===== src/rtl/gumnut_data_mem_responder.sv =====
// Gumnut data-bus target: byte-wide synchronous RAM that answers ldm/stm requests
// with a one-cycle ack after WAIT_STATES (plus any stall) wait cycles.
module gumnut_data_mem_responder #(
    parameter int ADDR_W      = 8,
    parameter int WAIT_STATES = 1
) (
    input  logic              clk_i,
    input  logic              rst_i,
    input  logic              cyc_i,
    input  logic              stb_i,
    input  logic              we_i,
    input  logic [ADDR_W-1:0] adr_i,
    input  logic [7:0]        dat_i,
    input  logic              stall_i,
    output logic [7:0]        dat_o,
    output logic              ack_o,
    output logic              busy_o
);

    typedef enum logic [1:0] {
        ST_IDLE,
        ST_WAIT,
        ST_ACK
    } state_t;

    localparam logic [3:0] WAIT_INIT = 4'(WAIT_STATES);

    state_t              state_q, state_d;
    logic [3:0]          cnt_q, cnt_d;
    logic                we_q, we_d;
    logic [ADDR_W-1:0]   adr_q, adr_d;
    logic [7:0]          wdat_q, wdat_d;
    logic [7:0]          dat_q, dat_d;
    logic                commit;
    logic                req;

    logic [7:0]          ram_q [2**ADDR_W];

    assign req = cyc_i & stb_i;

    // commit marks the edge that enters ACK; the *_d request fields hold the
    // bus values when ACK is entered straight from IDLE (WAIT_STATES == 0).
    always_comb begin
        state_d = state_q;
        cnt_d   = cnt_q;
        we_d    = we_q;
        adr_d   = adr_q;
        wdat_d  = wdat_q;
        commit  = 1'b0;
        case (state_q)
            ST_IDLE: begin
                if (req) begin
                    we_d   = we_i;
                    adr_d  = adr_i;
                    wdat_d = dat_i;
                    cnt_d  = WAIT_INIT;
                    if (WAIT_STATES == 0 && !stall_i) begin
                        state_d = ST_ACK;
                        commit  = 1'b1;
                    end else begin
                        state_d = ST_WAIT;
                    end
                end
            end
            ST_WAIT: begin
                if (!req) begin
                    state_d = ST_IDLE;
                end else if (!stall_i) begin
                    if (cnt_q <= 4'd1) begin
                        state_d = ST_ACK;
                        commit  = 1'b1;
                    end else begin
                        cnt_d = cnt_q - 4'd1;
                    end
                end
            end
            ST_ACK: begin
                state_d = ST_IDLE;
            end
            default: begin
                state_d = ST_IDLE;
            end
        endcase
    end

    always_comb begin
        dat_d = dat_q;
        if (commit && !we_d) begin
            dat_d = ram_q[adr_d];
        end
    end

    always_ff @(posedge clk_i or posedge rst_i) begin
        if (rst_i) begin
            state_q <= ST_IDLE;
            cnt_q   <= 4'd0;
            we_q    <= 1'b0;
            adr_q   <= '0;
            wdat_q  <= 8'h00;
            dat_q   <= 8'h00;
        end else begin
            state_q <= state_d;
            cnt_q   <= cnt_d;
            we_q    <= we_d;
            adr_q   <= adr_d;
            wdat_q  <= wdat_d;
            dat_q   <= dat_d;
        end
    end

    // A write whose commit edge coincides with reset is dropped.
    always_ff @(posedge clk_i) begin
        if (commit && we_d && !rst_i) begin
            ram_q[adr_d] <= wdat_d;
        end
    end

    assign dat_o  = dat_q;
    assign ack_o  = (state_q == ST_ACK);
    assign busy_o = (state_q != ST_IDLE);

endmodule


===== config.mk =====
export PLATFORM = sky130hd
export DESIGN_NAME = gumnut_data_mem_responder
export DESIGN_NICKNAME = d
export VERILOG_FILES = /design/src/rtl/gumnut_data_mem_responder.sv
export SDC_FILE = /design/constraint.sdc
export NUM_CORES = 2
export LEC_CHECK = 0
export BUFFER_PORTS_ARGS = -buffer_cell sky130_fd_sc_hd__buf_2
export CAP_MARGIN = 25
export CORE_AREA = 2 2 389 391
export CTS_CLUSTER_SIZE = 40
export DETAILED_ROUTE_END_ITERATION = 8
export DIE_AREA = 0 0 391 393
export PLACE_DENSITY = 0.67
export SLEW_MARGIN = 20
export SYNTH_ARGS = -nofsm -noshare
export SYNTH_HDL_FRONTEND = slang
export SYNTH_SLANG_ARGS = --single-unit

===== constraint.sdc =====
create_clock -name clk_i -period 13.5 [get_ports clk_i]
set_input_delay 0.675 -clock clk_i [delete_from_list [all_inputs] [get_ports clk_i]]
set_output_delay 0.675 -clock clk_i [all_outputs]
set_load 0.01 [all_outputs]

Word-level counts from Yosys, hierarchy flattened
Memory sizes are Yosys's and may differ from the RTL's. A register that Yosys moved wholly into a read port is not among the register bits.
Cells that the tools add are included.
- add/subtract/negate cells: 1
- order comparisons: 1
- equal/unequal tests: 8
- multiplexer cells: 22
- bitwise gates (word level): 1
- reduce and logical (&&, ||, !) cells: 10
- operators with widths (operator ; count):
    $mux 8 ; 4
    $mux 4 ; 4
    $mux 1 ; 8
    $mux 2 ; 4
    $ne 2x2->1 const B ; 4
    $pmux 4 s2 ; 1
    $ne 3x3->1 const B ; 2
    $reduce_and 5->1 ; 1
    $le 4x1->1 const B ; 1
    $pmux 2 s2 ; 1
    $reduce_bool 2->1 ; 2
    $sub 4x1->4 const B ; 1
    $logic_and 1x1->1 ; 3
    $reduce_and 3->1 ; 1
    $eq 2x1->1 const B ; 1
    $eq 2x2->1 const B ; 1
    $logic_not 1->1 ; 2
    $logic_not 2->1 ; 1
    $and 1x1->1 ; 1
- flip-flop bits (word level): 23
- RAM bits: 2048
- input port bits: 22
- memories kept: 1
- memory list (memory ; depth ; width ; read ports ; clocked after memory_dff ; write ports ; line ; source):
    ram_q ; 256 ; 8 ; 1 ; 1 ; 1 ; 37 ; logic [7:0] ram_q [2**ADDR_W];

Depth between registers and ports, before layout
- depth after elaboration: 9
- mapped depth: 15
- gate-level depth less buffers: 10

Worst setup path after synthesis
No wires, ideal clock.
- path type: input -> register
- from: input stb_i
- to: memory ram_q[0][1] (data pin)
- library setup time: 0.825 ns
- arrival: 5.163 ns
- required time: 12.675 ns
- path slack: 7.511 ns
- cell stages on the path: 7
- buffers on the path: 4
- cells stage by stage: nor4bb_1 clkbuf_1 clkbuf_1 buf_1 buf_1 nand2_1 nand2_1
- longest elaborated chain between the ends: 3
- ends and longest elaborated chain (item ; line ; source):
    start, declared ; 10 ; input logic stb_i,
    $and 1x1->1 ; 39 ; assign req = cyc_i & stb_i;
    $mux 8 ; 52 ; if (req) begin
    $mux 8 ; 50 ; case (state_q)
    via wdat_d[1] ; 32 ; logic [7:0] wdat_q, wdat_d;
    end, declared ; 37 ;
The timed path passes the listed nets, and every way through them passes these cells.

Final worst setup path
- from: register state_q[1]
- to: memory ram_q[37][0], enable pin
- longest elaborated chain between the ends: 6
- elaborated cells between the ends (all ways): 9
- those cells by class: 1 x eq/ne; 5 x mux; 3 x reduce/logical
- ends and longest elaborated chain (item ; line ; source):
    start, declared ; 28 ; state_t state_q, state_d;
    start signal, assigned ; 102 ; state_q <= state_d;
    $eq 2x1->1 or $logic_not 2->1 (tied branches) ; 50 ;
    $mux 1 ; 50 ;
    $logic_and 1x1->1 (2 in series) ; 113 ; if (commit && we_d && !rst_i) begin
    $mux 1 ; 113 ;
    $mux 1 (implied by the code) ; 114 ; ram_q[adr_d] <= wdat_d;
Parallel ways exist; a longest one is shown, timed or not.

==> flow_summary.json <==
{
  "num_rows": 142,
  "clkPwrFrac_pct": 36.4,
  "cts.repair.resized": 0,
  "maxSlewViolCount": 0,
  "gp_congestion": 0.9396,
  "drtIter0Drc": 8571,
  "dr.pass1.iters": 8,
  "antenna_found_initial": 14,
  "root_buffer": "clkbuf_16",
  "finalSetupViolations": 0,
  "clockBufferDepth": 3,
  "nets": 6124,
  "mostFrequentLayoutCell": "edfxtp_1",
  "cp-start-kind": "flip-flop",
  "wl_per_cell_um": 30.27,
  "dieArea_um2": 153700,
  "avgSynthCellArea_um2": 13.41,
  "p_int_mw": 10.95,
  "combPwrFrac_pct": 14.9,
  "cp_max_fo": 107,
  "worstPathCellList": "nand4bb_4 > buf_4 > mux2i_4 > inv_8 > buf_4 > nor2_4 > buf_4 > buf_4 > nand3_2 > nor2_1",
  "hold_path.class": "input port to flip-flop",
  "fin_crit_ps": 6275,
  "skew_ps": 49.48,
  "grtUsageTotal_pct": 32.26,
  "dpl.hpwl_mm": 147.1,
  "synth_seq_cells": 2079,
  "rsz0062_at_grt": "false",
  "worstHoldStart": "adr_i[6]",
  "ys_async_sr_fraction_pct": 1.491,
  "avgViaCountPerCell": 6.505,
  "critPathTopFamily": "simple AND/OR/NAND/NOR gates",
  "pwr-share-seq_pct": 48.8,
  "crit_type": "flip-flop to flip-flop",
  "cp.buffers_inverters": 5,
  "yosys-top-cells-area": "edfxtp_1 (75%), nand2_1 (8.1%), nand3_1 (3.5%)",
  "worst_slew_pin_slew_ps": 1179,
  "drive_gt1_share_pct": 8.478,
  "cp_slowest_cell": "nand3_2",
  "design.core.area_um2": 149200,
  "port-buffer-count": 31,
  "postSynthCellCount": 6107,
  "grt_max_degree": 217,
  "required_ps": 13960,
  "die_w_um": 391,
  "worstPathArrival_ps": 6730,
  "finalHoldViolations": 0,
  "ant_nets": 0,
  "ir_drop_uv": 128.8,
  "clock-sinks": 2079,
  "grt_remaining_overflow": 0,
  "die_y_um": 393,
  "layout_common_cells": "edfxtp_1 (2048), nand2_1 (1750), nand3_1 (567)",
  "pin_count": 32,
  "p_leak_nw": 29.67,
  "grt_pass1_wl_mm": 355.4,
  "clk_latency_ps": 860,
  "synth_top_area_share_pct": 75.09,
  "fmax_mhz": 159.4,
  "fin_crit_sh_pct": 46.48,
  "critPathMaxStageDelay_ps": 960,
  "ys.flop_type": "edfxtp_1",
  "p_sw_mw": 4.228,
  "synth_edf_count": 2048,
  "startpoint": "state_q[1]",
  "vias": 53420,
  "syn_nets": 6131,
  "slew_headroom_pct": 21.21,
  "routed_wl_mm": 248.6,
  "synth_area_um2": 81900,
  "initial_utilization_pct": 54.88,
  "cts_setup_buffers": 0,
  "cts_tree": "yes",
  "h-tree-depth": 4,
  "synth_largest_area_cell": "edfxtp_1",
  "holdWs_ps": 144.6,
  "pwr_density_cell_nw_per_um2": 167.3,
  "synth_warnings": 0,
  "end_kind": "flip-flop",
  "clk_pin_slew_ps": 70,
  "utilization_pct": 60.79,
  "syn_to_final_growth_pct": 10.77,
  "final.setup.tns_ps": 0,
  "synth_seq_area_share_pct": 76.04,
  "rr_startpoint": "state_q[1]",
  "cpMostUsedCell": "buf_4",
  "ys_types": 62,
  "drcViolationCount": 0,
  "p_sw_share_pct": 27.86,
  "first_global_vias": 49970,
  "status": "complete, no violations",
  "cts_buffers": 201,
  "maxCapViolations": 0
}
-- worst min-delay path: stages --
cell and delay (ps):
buf_2 160, nand2_1 70, nand2_1 40
-- state kept, by name, indices dropped and copies added, names as in the netlist --
name,flops
ram_q,2048
adr_q,8
dat_o,8
wdat_q,8
cnt_q,4
state_q,2
we_q,1
-- power groups by stage --
| stage | Clock, mW | Combinational (mW) | Sequential (mW) |
|---|---|---|---|
| 6_report | 5.52 | 2.26 | 7.40 |
| 5_1_grt | 5.77 | 2.37 | 7.40 |
| 4_1_cts | 5.53 | 2.20 | 7.39 |
| 3_5_place_dp | 0 | 2.19 | 7.53 |
| 3_3_place_gp | 0 | 2.16 | 7.53 |
| 2_1_floorplan | 0 | 1.27 | 7.60 |
-- metal layers --
metal	track usage [%]	wire length, um
met3	8.653	32450
met5	0	65
met4	15.94	13430
met1	44.70	91590
met2	47.58	111000
-- logic make-up after synthesis --
logic type,after synthesis,synth area share [%]
AO/OA/AOI/OAI,566,4.563
buffers and inverters,397,2.096
AND/OR/NAND/NOR,2938,15.26
multiplexers,123,1.998
flip-flops,2079,76.04
XOR/XNOR,2,0.02139
adder cells (fa/ha/maj),2,0.03055
-- final cells by class --
type / instances / area, um2
antenna: 5 / 12.51
multi-input combinational: 3631 / 18200
sequential: 2079 / 62270
tap: 1944 / 2432
fill: 11180 / 58520
clock buffer: 256 / 5341
clock inverter: 110 / 1005
inverter: 10 / 52.55
timing repair buffer: 177 / 1405
-- synthesized netlist by cell type, types with 5 or more instances --
cell type / count
a21oi_1: 174
a221oi_1: 8
a22oi_1: 52
a311oi_1: 27
a31oi_1: 173
a32oi_1: 56
a41oi_1: 20
and3_1: 12
buf_1: 74
buf_2: 172
clkbuf_1: 138
dfrtp_1: 31
edfxtp_1: 2048
inv_1: 7
mux2i_1: 87
mux4_2: 30
nand2_1: 1758
nand2b_1: 9
nand3_1: 569
nand4_1: 202
nor2_1: 317
nor2b_1: 8
nor3_1: 21
nor4_1: 16
o211ai_1: 5
o21ai_0: 16
or2_2: 7
-- path summary, 6_finish.rpt --
path                                end  slack [ps]  cells after the start
setup / recovery           ram_q[37][0]        7220                     10
hold / removal                 adr_q[6]         140                      3
setup reg to reg           ram_q[37][0]        7220                     10
hold reg to reg                cnt_q[0]         550                      1
max in group asynchronous      dat_o[0]       12570                      4
min in group asynchronous          we_q         520                      4
-- what timing repair did --
| item | 4_1_cts | 5_1_grt |
|---|---|---|
| hold endpoints to repair | 31 | 0 |
| endpoints found under the setup margin | 0 | 0 |
| hold buffers | 1 | 0 |
-- metrics by stage --
stage | cells | instance area, um2 | setup slack [ps] | power, mW
floorplan | 6107 | 81900 | 7511 | 8.864
global placement | 7827 | 84150 | 7171 | 9.692
detailed placement | 7831 | 84200 | 7183 | 9.721
CTS | 8198 | 90560 | 7415 | 15.13
global route | 8207 | 90710 | 7148 | 15.54
finish | 8212 | 90720 | 7225 | 15.18
Power figures use the tool's default switching activity.
